==> src/rtl/naval_board_ctrl_if.sv <==
// naval_board_ctrl_if: bundles the game control, shot result and LED matrix
// signals of the battleship board controller.
interface naval_board_ctrl_if #(
  parameter int ROWS    = 7,
  parameter int COLS    = 5,
  parameter int COORD_W = 3
);
  localparam int CNT_W = $clog2(ROWS * COLS + 1);

  logic                 load;
  logic [ROWS*COLS-1:0] preset;
  logic                 fire;
  logic [COORD_W-1:0]   row;
  logic [COORD_W-1:0]   col;
  logic                 scan_tick;
  logic [1:0]           disp_mode;
  logic [COLS-1:0]      m_col;
  logic [ROWS-1:0]      m_line;
  logic [2:0]           status;
  logic                 result_valid;
  logic                 busy;
  logic                 game_over;
  logic [CNT_W-1:0]     hits_cnt;
  logic [CNT_W-1:0]     shots_cnt;

  modport master (
    output load, preset, fire, row, col, scan_tick, disp_mode,
    input  m_col, m_line, status, result_valid, busy, game_over, hits_cnt, shots_cnt
  );

  modport slave (
    input  load, preset, fire, row, col, scan_tick, disp_mode,
    output m_col, m_line, status, result_valid, busy, game_over, hits_cnt, shots_cnt
  );
endinterface

==> src/rtl/naval_board_ctrl.sv <==
// naval_board_ctrl: battleship board with ship/attack maps, a one-shot-at-a-time
// resolver FSM, hit/shot counters and a column-scanned LED matrix output.
module naval_board_ctrl #(
  parameter int ROWS      = 7,
  parameter int COLS      = 5,
  parameter int COORD_W   = 3,
  parameter int BLINK_DIV = 4
) (
  input logic              clk,
  input logic              clr,
  naval_board_ctrl_if.slave bus
);
  localparam int CELLS  = ROWS * COLS;
  localparam int CNT_W  = $clog2(CELLS + 1);
  localparam int CIDX_W = (COLS > 1) ? $clog2(COLS) : 1;
  localparam int FRM_W  = (BLINK_DIV > 1) ? $clog2(BLINK_DIV) : 1;

  localparam logic [1:0] S_IDLE = 2'd0;
  localparam logic [1:0] S_EVAL = 2'd1;
  localparam logic [1:0] S_OVER = 2'd2;

  localparam logic [2:0] ST_NONE    = 3'd0;
  localparam logic [2:0] ST_MISS    = 3'd1;
  localparam logic [2:0] ST_HIT     = 3'd2;
  localparam logic [2:0] ST_REPEAT  = 3'd3;
  localparam logic [2:0] ST_INVALID = 3'd4;

  localparam logic [CIDX_W-1:0] COL_LAST = CIDX_W'(COLS - 1);
  localparam logic [FRM_W-1:0]  FRM_LAST = FRM_W'(BLINK_DIV - 1);

  logic [1:0]         state;
  logic [CELLS-1:0]   ship_map;
  logic [CELLS-1:0]   attack_map;
  logic [CNT_W-1:0]   ship_total;
  logic [CNT_W-1:0]   hits;
  logic [CNT_W-1:0]   shots;
  logic [2:0]         status;
  logic               result_valid;
  logic [COORD_W-1:0] row_q;
  logic [COORD_W-1:0] col_q;
  logic [CIDX_W-1:0]  col_idx;
  logic [FRM_W-1:0]   frame_cnt;
  logic               blink;
  logic [COLS-1:0]    m_col;
  logic [ROWS-1:0]    m_line;

  logic [CELLS-1:0]   cell_sel;
  logic               cell_valid;
  logic               cell_ship;
  logic               cell_attacked;
  logic [CNT_W-1:0]   hits_inc;
  logic [CNT_W-1:0]   preset_pop;
  logic [ROWS-1:0]    ship_col;
  logic [ROWS-1:0]    attack_col;
  logic [COLS-1:0]    col_onehot;

  // Decode the latched target into a one-hot cell select; out-of-range targets select nothing.
  always_comb begin
    cell_sel = '0;
    for (int r = 0; r < ROWS; r++) begin
      for (int c = 0; c < COLS; c++) begin
        cell_sel[r*COLS+c] = (row_q == COORD_W'(r)) && (col_q == COORD_W'(c));
      end
    end
    cell_valid    = |cell_sel;
    cell_ship     = |(cell_sel & ship_map);
    cell_attacked = |(cell_sel & attack_map);
    hits_inc      = hits + CNT_W'(1);
  end

  // Count ship cells in the incoming layout so game over can be detected later.
  always_comb begin
    preset_pop = '0;
    for (int i = 0; i < CELLS; i++) begin
      preset_pop = preset_pop + CNT_W'(bus.preset[i]);
    end
  end

  // Extract the currently scanned column from both maps.
  always_comb begin
    ship_col   = '0;
    attack_col = '0;
    col_onehot = '0;
    for (int c = 0; c < COLS; c++) begin
      col_onehot[c] = (col_idx == CIDX_W'(c));
      for (int r = 0; r < ROWS; r++) begin
        if (col_idx == CIDX_W'(c)) begin
          ship_col[r]   = ship_map[r*COLS+c];
          attack_col[r] = attack_map[r*COLS+c];
        end
      end
    end
  end

  // Game FSM: load restarts from any state, fire is only taken in IDLE, EVAL resolves in one cycle.
  always_ff @(posedge clk) begin
    if (!clr) begin
      state        <= S_IDLE;
      ship_map     <= '0;
      attack_map   <= '0;
      ship_total   <= '0;
      hits         <= '0;
      shots        <= '0;
      status       <= ST_NONE;
      result_valid <= 1'b0;
      row_q        <= '0;
      col_q        <= '0;
    end else if (bus.load) begin
      state        <= S_IDLE;
      ship_map     <= bus.preset;
      attack_map   <= '0;
      ship_total   <= preset_pop;
      hits         <= '0;
      shots        <= '0;
      status       <= ST_NONE;
      result_valid <= 1'b0;
    end else begin
      result_valid <= 1'b0;
      case (state)
        S_IDLE: begin
          if (bus.fire) begin
            row_q <= bus.row;
            col_q <= bus.col;
            state <= S_EVAL;
          end
        end
        S_EVAL: begin
          result_valid <= 1'b1;
          state        <= S_IDLE;
          if (!cell_valid) begin
            status <= ST_INVALID;
          end else if (cell_attacked) begin
            status <= ST_REPEAT;
          end else begin
            attack_map <= attack_map | cell_sel;
            shots      <= shots + CNT_W'(1);
            if (cell_ship) begin
              status <= ST_HIT;
              hits   <= hits_inc;
              if (hits_inc == ship_total) begin
                state <= S_OVER;
              end
            end else begin
              status <= ST_MISS;
            end
          end
        end
        S_OVER: begin
          state <= S_OVER;
        end
        default: begin
          state <= S_IDLE;
        end
      endcase
    end
  end

  // Column scanner with frame counting that drives the blink phase.
  always_ff @(posedge clk) begin
    if (!clr) begin
      col_idx   <= '0;
      frame_cnt <= '0;
      blink     <= 1'b0;
    end else if (bus.scan_tick) begin
      if (col_idx == COL_LAST) begin
        col_idx <= '0;
        if (frame_cnt == FRM_LAST) begin
          frame_cnt <= '0;
          blink     <= ~blink;
        end else begin
          frame_cnt <= frame_cnt + FRM_W'(1);
        end
      end else begin
        col_idx <= col_idx + CIDX_W'(1);
      end
    end
  end

  // Register column select and line data together so the matrix never sees a torn pair.
  always_ff @(posedge clk) begin
    if (!clr) begin
      m_col  <= '0;
      m_line <= '0;
    end else begin
      m_col <= col_onehot;
      case (bus.disp_mode)
        2'd0:    m_line <= ship_col;
        2'd1:    m_line <= attack_col;
        2'd2:    m_line <= ship_col & attack_col;
        default: m_line <= ship_col & ~(attack_col & {ROWS{blink}});
      endcase
    end
  end

  assign bus.m_col        = m_col;
  assign bus.m_line       = m_line;
  assign bus.status       = status;
  assign bus.result_valid = result_valid;
  assign bus.busy         = (state == S_EVAL);
  assign bus.game_over    = (state == S_OVER);
  assign bus.hits_cnt     = hits;
  assign bus.shots_cnt    = shots;
endmodule
==> src/flat_wrapper.sv <==
// flat-port wrapper written by rule: the top's interface ports become plain ports
module naval_board_ctrl_flat 
#(
  parameter int ROWS      = 7,
  parameter int COLS      = 5,
  parameter int COORD_W   = 3,
  parameter int BLINK_DIV = 4
)
  (clk, clr, bus_load, bus_preset, bus_fire, bus_row, bus_col, bus_scan_tick, bus_disp_mode, bus_m_col, bus_m_line, bus_status, bus_result_valid, bus_busy, bus_game_over, bus_hits_cnt, bus_shots_cnt);
  naval_board_ctrl_if #(.ROWS(ROWS), .COLS(COLS), .COORD_W(COORD_W)) bus_i ();
  input logic clk;
  input logic clr;
  input wire logic [$bits(bus_i.load)-1:0] bus_load;
  input wire logic [$bits(bus_i.preset)-1:0] bus_preset;
  input wire logic [$bits(bus_i.fire)-1:0] bus_fire;
  input wire logic [$bits(bus_i.row)-1:0] bus_row;
  input wire logic [$bits(bus_i.col)-1:0] bus_col;
  input wire logic [$bits(bus_i.scan_tick)-1:0] bus_scan_tick;
  input wire logic [$bits(bus_i.disp_mode)-1:0] bus_disp_mode;
  output wire logic [$bits(bus_i.m_col)-1:0] bus_m_col;
  output wire logic [$bits(bus_i.m_line)-1:0] bus_m_line;
  output wire logic [$bits(bus_i.status)-1:0] bus_status;
  output wire logic [$bits(bus_i.result_valid)-1:0] bus_result_valid;
  output wire logic [$bits(bus_i.busy)-1:0] bus_busy;
  output wire logic [$bits(bus_i.game_over)-1:0] bus_game_over;
  output wire logic [$bits(bus_i.hits_cnt)-1:0] bus_hits_cnt;
  output wire logic [$bits(bus_i.shots_cnt)-1:0] bus_shots_cnt;
  assign bus_i.load = bus_load;
  assign bus_i.preset = bus_preset;
  assign bus_i.fire = bus_fire;
  assign bus_i.row = bus_row;
  assign bus_i.col = bus_col;
  assign bus_i.scan_tick = bus_scan_tick;
  assign bus_i.disp_mode = bus_disp_mode;
  assign bus_m_col = bus_i.m_col;
  assign bus_m_line = bus_i.m_line;
  assign bus_status = bus_i.status;
  assign bus_result_valid = bus_i.result_valid;
  assign bus_busy = bus_i.busy;
  assign bus_game_over = bus_i.game_over;
  assign bus_hits_cnt = bus_i.hits_cnt;
  assign bus_shots_cnt = bus_i.shots_cnt;
  naval_board_ctrl #(.ROWS(ROWS), .COLS(COLS), .COORD_W(COORD_W), .BLINK_DIV(BLINK_DIV)) u_core (.clk(clk), .clr(clr), .bus(bus_i));
endmodule
==> config.mk <==
export PLATFORM = sky130hd
export DESIGN_NAME = naval_board_ctrl_flat
export DESIGN_NICKNAME = d
export VERILOG_FILES = /design/src/rtl/naval_board_ctrl_if.sv /design/src/rtl/naval_board_ctrl.sv /design/src/flat_wrapper.sv
export SDC_FILE = /design/constraint.sdc
export NUM_CORES = 1
export LEC_CHECK = 0
export ABC_AREA = 1
export BUFFER_PORTS_ARGS = -buffer_cell sky130_fd_sc_hd__buf_2
export CORE_UTILIZATION = 30
export DETAILED_ROUTE_END_ITERATION = 8
export PLACE_DENSITY = 0.53
export SLEW_MARGIN = 30
export SYNTH_ARGS = -nofsm -noshare
export SYNTH_HDL_FRONTEND = slang
export SYNTH_SLANG_ARGS = --single-unit
==> constraint.sdc <==
create_clock -name clk -period 5.5 [get_ports clk]
set_input_delay 1.1 -clock clk [delete_from_list [all_inputs] [get_ports clk]]
set_output_delay 1.1 -clock clk [all_outputs]
set_load 0.02 [all_outputs]
==> key figures <==
Worst setup path
  – Startpoint Class: input port
  – Critical path's slowest cell: fa_1
  – Reg2reg start: u_core.col_idx[1]$_SDFFE_PN0P_
  – Crit path top cell by count: fa_1
  – R2R depth: 12
  – Crit end category: flip-flop
  – WP buf/inv: 4
  – Worst Setup SP: bus_preset[0]
  – Worst r2r dst: u_core.bus.m_line[2]$_SDFF_PN0_
  – Stages on worst setup path: 18
  – Crit path cell chain: buf_2 > ha_1 > inv_1 > fa_1 > fa_1 > fa_1 > fa_1 > fa_1 > fa_1 > inv_1 > ha_1 > inv_1 > fa_2 > nor2_2 > o21ai_0 > nand2_1 > xor2_1 > a21oi_1
  – Capture point of the worst path: u_core.ship_total[4]$_SDFFE_PN0P_
  – Worst EP required: 5.79 ns
  – Worst stage delay on the critical path: approximately 0.53 ns
  – Critical path class: in2reg
  – WP data arrival: 5.51 ns
  – Reg-to-reg slack, setup: 2.34 ns
  – CP Max Fanout: 2
  – Top delay family on crit path: adder cells

Placed design
  – Post-Place Cells: between 1,000 and 1,500
  – DP HPWL: about 16 mm
  – Count of input and output buffers: 77
  – Placer Congestion: ~0.92

Power
  – Register share of total power: 0.296
  – Cell leakage power: approximately 3.7 nW
  – PwrDens: between 300 and 400 mW/mm^2
  – Internal power: ~2.1 mW
  – Comb pwr share: 0.320
  – Clock Power Share: 0.384
  – Worst VDD drop: a little under 0.3 mV
  – Overall power: approximately 3.2 mW
  – Net Sw Frac: 0.335
  – Switch Pwr: around 1.1 mW

Layout
  – Finished Layout Cells: 1,407
  – ANT cells: 0
  – Fin util: 0.365
  – Layout fillers: between 2,000 and 2,500
  – Share of cells above drive strength 1: 0.115
  – Layout area overhead: 18.8%
  – Nets: around 1,200

STA
  – Min Clock Period, post-route: approximately 5.2 ns
  – Worst slew margin: 0.395
  – Hold Fails Final Rpt: 0
  – Final slew viol count: 0
  – Final Cycle Share: 0.949
  – Slew @ Worst Pin: around 0.90 ns
  – Final setup viols: 0
  – Maximum clock rate: ~0.19 GHz
  – Min Hold Slack: ~0.46 ns
  – Setup Skew: roughly 0.0087 ns
  – RSZ-0062 raised after global routing: false

Global route
  – Gr usage total: 0.189
  – Initial antenna violation count: 0
  – Largest net degree at the start of global routing: 46
  – Global route overflow: 0
  – Number of global-route vias before repair: ~6,500
  – Global-route wire length before repair: roughly 35 mm

Synth
  – Synth Area in Compound Gates: 0.116
  – Synth Area in Simple Gates: 0.316
  – Ys async rst share: 0
  – Post-synth top area cell: dfxtp_1
  – Avg Cell Area, Syn: 6.70 um^2
  – Top cell type's share of synthesized area: 0.338
  – Yosys cell types: 27
  – Largest family of logic cells by synthesized area: simple AND/OR/NAND/NOR gates
  – Sequential share of the synthesized area: 0.338
  – Most frequent cell after synthesis: nand2_1
  – Yosys reg bits: about 120
  – Ranking of synthesized cells by area: dfxtp_1, nand2_1, nand3_1
  – Mux share of post-synthesis cell area: 0
  – Cells after Synth: between 1,000 and 1,500
  – Top post-synthesis cells by count: nand2_1, inv_1, nand3_1, dfxtp_1, nor2_1
  – Synth Net Count: 1,134
  – Yosys warning total: 0
  – EDFF count, synth: 0
  – Syn Std Cell Area: 0.00699 mm^2
  – Ys flop type: dfxtp_1
  – Post-synthesis adder-cell area fraction: 0.108
  – Post-synthesis xor/xnor area fraction: 0.0138

Detailed routing
  – DRC violations left: 0
  – Detail Route Antenna Nets: 0
  – 1st-iter DRT viols: 520
  – Drt wl/cell: about 15 um
  – Vias per cell: 4.77
  – Drt first pass iters: 5
  – DR vias: between 6,000 and 7,000
  – Final wirelength: 21.3 mm

Outcome
  – Status: complete, no violations

Floorplan
  – Die span in x: 155 um
  – I/O pin total: roughly 80
  – Die height: approximately 150 um
  – Area of the core: about 0.023 mm^2
  – Initial core utilization: 0.308
  – # rows: 55
  – Die ar.: approximately 0.024 mm^2

Clock tree
  – Clock transition at path regs: 0.06 ns
  – CTS root buf: clkbuf_16
  – Hold-fix buffers, CTS: 0
  – CTS tree: done
  – TritonCTS Sinks: 118
  – Num CTS Buffers: 17
  – Clock Tree Buf Depth: 2
  – Insertion delay to the later sink of the worst-skew pair: between 0.4 and 0.5 ns
  – H-tree depth: 4

Hold path
  – Hold/Removal Path Class: reg2reg
  – Hold Startpoint: u_core.bus.status[1]$_SDFFE_PP0P_

Job
  – Max-cap violations: 0
==> final cells by class <==
type | instances | area [um^2] | area share
multi-input cells | 727 | 3880 | 0.468
flip-flops and latches | 118 | 2360 | 0.285
inverters | 157 | 589 | 0.0710
clock buffers | 21 | 470 | 0.0567
repair buffers | 88 | 468 | 0.0564
well taps | 285 | 357 | 0.0430
clock inverters | 11 | 173 | 0.0208
==> registers in the layout, summed over array words and instances (netlist names), 2 cells and up <==
register	flops
u_core.ship_total	6
u_core.col_idx	3
u_core.bus.m_col	5
u_core.row_q	3
u_core.col_q	3
u_core.frame_cnt	2
u_core.bus.status	3
u_core.ship_map	35
u_core.bus.m_line	7
u_core.bus.hits_cnt	6
u_core.attack_map	35
u_core.bus.shots_cnt	6
u_core.state	2
==> placed cells by master (no fill, tap or decap), drive strengths merged <==
master,n
o21ai,68
nand2,245
dfxtp,118
a211oi,1
nand3,140
a21oi,65
nor2,110
o21bai,6
clkinvlp,4
inv,156
bufinv,4
buf,88
clkinv,4
o32ai,2
xnor2,4
fa,27
nor3,4
clkbuf,21
o2bb2ai,1
nand4,21
xor2,7
o211ai,8
a2111oi,1
ha,17
==> per-layer routing <==
layer	global-route usage	wire length (um)	up-vias
li1	-	-	3475
met4	0.0684	451	0
met2	0.296	9410	175
met5	0	0	-
met1	0.259	10200	3031
met3	0.0378	1170	32
==> worst min-delay path, cell delays in order, from the launching register on <==
cell	delay, ns
dfxtp_1	0.31
nand2_1	0.06
a21oi_1	0.05
==> logic make-up (layout without fill, tap and decap cells) <==
family / Yosys count / in the layout
and+or+nand+nor: 520 / 520
buffers and inverters: 197 / 277
AOI/OAI and AO/OA: 152 / 152
DFF: 118 / 118
adders and majority gates: 44 / 44
xor gates and xnor gates: 11 / 11
==> what timing repair did <==
action	in CTS	in global routing
setup buffers	0	0
gates resized for setup	0	2
setup endpoints to repair	0	3
==> power by group through the flow <==
stage	sequential, mW	clock (mW)	combinational [mW]
after floorplan	0.949	0	0.729
after global placement	0.951	0	0.981
after detailed placement	0.952	0	0.997
after CTS	0.934	1.23	1.00
after global routing	0.940	1.27	1.18
final	0.934	1.21	1.01
==> worst min path at each step <==
stage | end | depth (start not counted) | slack [ns]
4_1_cts | u_core.ship_map[14]$_SDFFE_PN0P_ | 2 | 0.46
3_3_place_gp | u_core.ship_total[0]$_SDFFE_PN0P_ | 2 | 0.45
5_1_grt | u_core.ship_map[14]$_SDFFE_PN0P_ | 2 | 0.48
2_1_floorplan | u_core.ship_map[14]$_SDFFE_PN0P_ | 2 | 0.44
6_report | u_core.bus.status[1]$_SDFFE_PP0P_ | 2 | 0.46
3_5_place_dp | u_core.bus.status[1]$_SDFFE_PP0P_ | 2 | 0.46
==> through the flow <==
stage                     instance area (um^2)  setup TNS [ns]  setup slack (ns)
after floorplan                           6990               0            0.0532
after global placement                    7650          -0.571            -0.180
after detailed placement                  7650          -0.826            -0.254
after CTS                                 8290               0             0.181
after global routing                      8300               0            0.0342
final                                     8300               0             0.278
(Power assumes the default switching activity.)
